File: src/rtl/demux4_reg_writer.sv
// demux4_reg_writer: steers buffered writes into four registers, with a bypassed combinational read.
module demux4_reg_writer #(
    parameter int WIDTH = 32
) (
    input  logic             clk,
    input  logic             rst_n,
    input  logic             wr_valid,
    output logic             wr_ready,
    input  logic [1:0]       wr_select,
    input  logic [WIDTH-1:0] wr_data,
    input  logic             commit_en,
    input  logic [1:0]       rd_select,
    output logic [WIDTH-1:0] rd_data,
    output logic [WIDTH-1:0] q0,
    output logic [WIDTH-1:0] q1,
    output logic [WIDTH-1:0] q2,
    output logic [WIDTH-1:0] q3,
    output logic [1:0]       pending
);
    logic [1:0]       buf_sel  [2];
    logic [WIDTH-1:0] buf_data [2];
    logic [WIDTH-1:0] q        [4];
    logic             head, tail, accept, commit, young_hit, old_hit;
    assign wr_ready = rst_n && pending != 2'd2;
    assign accept   = wr_valid && wr_ready;
    assign commit   = commit_en && pending != 2'd0;
    always_ff @(posedge clk or negedge rst_n) begin
        if (!rst_n) begin
            head    <= 1'b0;
            tail    <= 1'b0;
            pending <= 2'd0;
            for (int i = 0; i < 4; i++) q[i] <= '0;
            for (int i = 0; i < 2; i++) begin
                buf_sel[i]  <= 2'd0;
                buf_data[i] <= '0;
            end
        end else begin
            if (accept) begin
                buf_sel[tail]  <= wr_select;
                buf_data[tail] <= wr_data;
                tail           <= ~tail;
            end
            if (commit) begin
                q[buf_sel[head]] <= buf_data[head];
                head             <= ~head;
            end
            pending <= pending + {1'b0, accept} - {1'b0, commit};
        end
    end
    // youngest entry sits just behind tail; the older one is only live when full
    assign young_hit = pending != 2'd0 && buf_sel[~tail] == rd_select;
    assign old_hit   = pending == 2'd2 && buf_sel[head] == rd_select;
    assign rd_data   = young_hit ? buf_data[~tail] : old_hit ? buf_data[head] : q[rd_select];
    assign q0 = q[0];
    assign q1 = q[1];
    assign q2 = q[2];
    assign q3 = q[3];
endmodule

File: config.mk
export PLATFORM = sky130hd
export DESIGN_NAME = demux4_reg_writer
export DESIGN_NICKNAME = d
export VERILOG_FILES = /design/src/rtl/demux4_reg_writer.sv
export SDC_FILE = /design/constraint.sdc
export NUM_CORES = 1
export LEC_CHECK = 0
export ABC_CLOCK_PERIOD_IN_PS = 1570
export CORE_ASPECT_RATIO = 1.75
export CORE_MARGIN = 2
export CORE_UTILIZATION = 47
export CTS_CLUSTER_SIZE = 16
export DETAILED_ROUTE_END_ITERATION = 7
export PLACE_DENSITY = 0.75
export SETUP_SLACK_MARGIN = 0.3
export SLEW_MARGIN = 20
export SYNTH_ARGS = -nofsm -noshare
export SYNTH_HDL_FRONTEND = slang
export SYNTH_SLANG_ARGS = --single-unit
export TNS_END_PERCENT = 10
File: constraint.sdc
create_clock -name clk -period 1.57 [get_ports clk]
set_input_delay 0.157 -clock clk [delete_from_list [all_inputs] [get_ports clk]]
set_output_delay 0.157 -clock clk [all_outputs]
set_load 0.05 [all_outputs]
### Yosys cells after proc, flatten, opt, wreduce, memory -nomap -nowiden

Index checks and enable logic that the tools add are counted.
Widths: inputs -> output; s select.

| operators by class | value |
|---|---|
| reduce and logical (&&, ||, !) cells | 8 |
| order comparisons | 7 |
| $add $sub $neg | 2 |
| bitwise logic cells | 7 |
| eq/ne operators | 4 |
| multiplexer cells | 26 |

Operators by type and width:

| operator | count |
|---|---|
| $mux 32 | 12 |
| $bwmux 128 | 1 |
| $bmux 32 s2 | 1 |
| $bwmux 64 | 1 |
| $demux 32 s2 | 1 |
| $demux 32 s1 | 1 |
| $mux 2 | 7 |
| $logic_and 1x1->1 | 7 |
| $ge 2x2->1 const B | 3 |
| $ge 3x3->1 const B | 2 |
| $not 1->2 | 3 |
| $not 2->3 | 2 |
| $bwmux 4 | 1 |
| $eq 2x2->1 | 2 |
| $lt 3x1->1 const B | 1 |
| $add 2x1->2 | 1 |
| $demux 2 s1 | 1 |
| $eq 2x2->1 const B | 1 |
| $lt 2x1->1 const B | 1 |
| $ne 2x2->1 const B | 1 |
| $not 1->1 | 2 |
| $reduce_bool 2->1 | 1 |
| $sub 2x1->2 | 1 |

| storage, ports and cells | value |
|---|---|
| register bits | 200 |
| output and inout port bits | 163 |

### Logic depth before layout (Yosys ltp)

| depth | value |
|---|---|
| word-level depth | 10 |
| mapped depth | 7 |

### Least setup slack after synthesis

No wires, ideal clock.

| timing path | value |
|---|---|
| path kind | reg2out |
| start point | register pending[1] |
| end point | output rd_data[23] |
| stages on the path, launching flop included | 6 |
| path buffers | 2 |
| path slack | -1.300 ns |
| arrival | 2.713 ns |
| data required time | 1.413 ns |
| cell sequence | dfrtp_1 > nor2b_1 > buf_2 > clkbuf_1 > a31oi_1 > o31ai_1 |

| on the way | value |
|---|---|
| longest elaborated chain between the ends | 4 |
| elaborated cells between the ends (all ways) | 6 |
| classes of those cells | eq/ne (1); mux (2); reduce/logical (3) |

RTL lines:

| element | RTL line | text |
|---|---|---|
| start, declared | 18 | `output logic [1:0] pending` |
| start signal, assigned | 47 | `pending <= pending + {1'b0, accept} - {1'b0, commit};` |
| $eq 2x2->1 | 52 | `assign old_hit = pending == 2'd2 && buf_sel[head] == rd_select;` |
| $logic_and 1x1->1 | 52 |  |
| $mux 32 | 53 | `assign rd_data = young_hit ? buf_data[~tail] : old_hit ? buf_data[head] : q[rd_select];` |
| $mux 32 * | 53 |  |
| end, declared | 13 | `output logic [WIDTH-1:0] rd_data,` |

Every way passes the cells marked *; elsewhere a longest branch is shown, timed or not.

### Worst setup path after layout

| timing path | value |
|---|---|
| start point | register head |
| end point | output rd_data[6] |

| on the way | value |
|---|---|
| longest elaborated chain between the ends | 8 |
| elaborated cells between the ends (all ways) | 11 |
| classes of those cells | eq/ne (1); mux (8); bitwise (1); reduce/logical (1) |

RTL lines:

| element | RTL line | text |
|---|---|---|
| start, declared | 23 | `logic head, tail, accept, commit, young_hit, old_hit;` |
| start signal, assigned | 45 | `head <= ~head;` |
| $not 1->2 (implied by the code) * | 52, 53 |  |
| $mux 2 (implied by the code) (3 in series) | 52 |  |
| $eq 2x2->1 | 52 |  |
| $logic_and 1x1->1 | 52 |  |
| $mux 32 * (2 in series) | 53 |  |

Every way passes the cells marked *; elsewhere a longest branch is shown, timed or not. The select of a mux whose other input is x is not followed.

==> impl_metrics.ini <==
[worst_setup_path]
required_ps = 1410
start_kind = flop
crit_type = flop to output pin
rrSetupSlack_ps = -580
rr_endpoint = q1[21]
cp.arrival_ps = 2440
ff2ff_path_depth = 9
critPathMaxStageDelay_ps = 420
crit_top_cell = buf_6
slowest_stage = nor3_1
worst_r2r_startpoint = head
path_cells = buf_4, buf_6, buf_12, mux2i_1, nand2_1, nor3_1, o31ai_4, buf_6
crit_path_end_kind = output pin
worstPathMaxFanout = 12

[cts]
cts_buffers = 17
cts_sinks = 200
cts_buffer_depth = 2
clock_latency_ps = 450
htree_levels = 4
cts.clk_slew.worst_paths_ps = 70
cts_tree = built
root_buffer = clkbuf_16

[timing]
slew_headroom_pct = 44.27
hold_viol_final = 0
min_period_over_period_pct = 165.5
setup_slack_ps = -1029
period_minus_slack_ps = 2599
skew_ps = 10.36
setup_viol = 230
finalMaxSlewViolations = 0
tns_ps = -79610
tightest_slew_ps = 836.0
maxClockFrequency_ghz = 0.3848
grt_setup_unrepaired = yes

[floorplanning]
die_width_um = 115.0
io_pins = 203
die_h_um = 198.3
core_um2 = 21320
dieArea_um2 = 22810
start_util_pct = 47.56
rows = 71

[detailed_routing]
post_drt_wl_per_cell_um = 25.76
routed_wl_um = 40500
drcViolationCount = 0
dr.pass1.iters = 6
detail-route-antenna-nets = 0
dr_total_vias = 9764
vias_per_cell = 6.211
drt_iter0_drc = 690

[global_routing]
grt_max_degree = 160
grt_pass1_vias = 10163
grt_pass1_wl_um = 57120
antenna_found_initial = 2
grt_overflow = 0
grtUsageTotal_pct = 33.39

[placed_design]
place_area_um2 = 14180
io_buffers = 202
place.gp.congestion = 0.8794
dp.final_hpwl_um = 23160

[layout]
final_core_util_pct = 80.08
area_growth_pct = 68.35
nNetsFinal = 1344
final_cell_mix = dfrtp_1 (195), buf_6 (178), buf_8 (119)
design_area_um2 = 17070
drive_gt1_share_pct = 52.09
layout_commonest_cell = dfrtp_1
multiInputGateArea_um2 = 5410
final.fill_count = 1037
regArea_um2 = 5011

[synth]
syn_inst = 900
synth-seq-cells = 200
ys_warn_count = 0
ys_types = 36
syn_nets = 942
synthFlopType = dfrtp_1
ys_async_sr_fraction_pct = 100.0
syn_area_um2 = 10140
syn_avg_cell_area_um2 = 11.27
ys_seq_area_share_pct = 49.35
synth-edff-count = 0

[outcome]
status = finished, violations left
violations = negative setup slack

[min_path]
hold_class = input pin to asynchronous set/reset pin

[run]
drv_cap = 0
## through the flow
stage	setup WS, ps	cells	hold slack, ps
after floorplan	-436.8	900	-138.6
after global placement	-526.9	1514	140.6
after detailed placement	-551.2	1514	141.5
after CTS	-938.3	1558	141.4
after global routing	-1061	1572	73.18
final	-1029	1572	86.60
## cell usage after synthesis (31+ instances only)
cell / n / share of area (%)
mux2_2: 100 / 11
dfrtp_1: 200 / 49
a31oi_1: 32 / 2.0
o21ai_0: 32 / 1.6
nand2_1: 66 / 2.4
buf_2: 31 / 1.5
mux2i_1: 34 / 3.4
nand4_1: 32 / 2.0
a21oi_1: 96 / 4.7
nor3_1: 33 / 1.6
clkbuf_1: 36 / 1.3
mux4_2: 32 / 7.1
nor2_1: 96 / 3.6
## layer usage
layer | up-vias | track usage (%) | routed length (um)
met5 | - | 0 | 0
met4 | 0 | 21.73 | 3555
met3 | 229 | 6.214 | 2444
met2 | 550 | 58.71 | 21280
met1 | 4882 | 36.07 | 13220
li1 | 4103 | - | -
## state kept, by name, summed over array words and instances (netlist names)
register,flops
q2,32
tail,1
pending,2
q0,32
q3,32
q1,32
buf_data,64
head,1
buf_sel,4
## logic make-up (layout without fill, tap and decap cells)
logic type	after synthesis	in the layout	share of synthesized area, %
AOI/OAI and AO/OA	197	197	12.75
xor gates and xnor gates	9	9	0.9254
adders and majority gates	2	2	0.2467
buffers and inverters	83	498	4.343
DFF	200	200	49.35
muxes	168	168	21.84
other	0	2	0
and+or+nand+nor	241	241	10.55
## final cells by class
cell class / count / area share (%)
well taps: 255 / 1.869
clock buffers: 20 / 2.558
diodes: 2 / 0.02931
flip-flops and latches: 200 / 29.35
multi-input cells: 617 / 31.69
inverters: 2 / 0.04397
clock inverters: 12 / 0.5497
repair buffers: 464 / 33.91
## timing repair
| item | CTS | global route |
|---|---|---|
| gates cloned | 6 | 5 |
| setup endpoints to repair | 360 | 519 |
| setup buffers | 5 | 7 |
| pin swaps | 4 | 16 |
| hold buffers | 1 | 0 |
| hold endpoints to repair | 55 | 0 |
| resized for setup | 408 | 118 |
## how the worst max path moves through the flow
stage	start	to	slack, ps
final	head	rd_data[6]	-1030
after floorplan	pending[0]	rd_data[0]	-440
after detailed placement	head	rd_data[5]	-550
after CTS	head	rd_data[16]	-940
after global placement	head	rd_data[5]	-530
after global routing	head	rd_data[6]	-1060
## critical path: cells and delay by family, from the launching register on
kind | cells | cell delay [ps]
AO/OA/AOI/OAI | 1 | 140
buffers and inverters | 4 | 600
flip-flops | 1 | 410
multiplexers | 1 | 280
AND/OR/NAND/NOR | 2 | 540
Power is left out: the tool's default activity adds up to more than one toggle a clock period on the data nets, which glitch-free logic cannot reach.
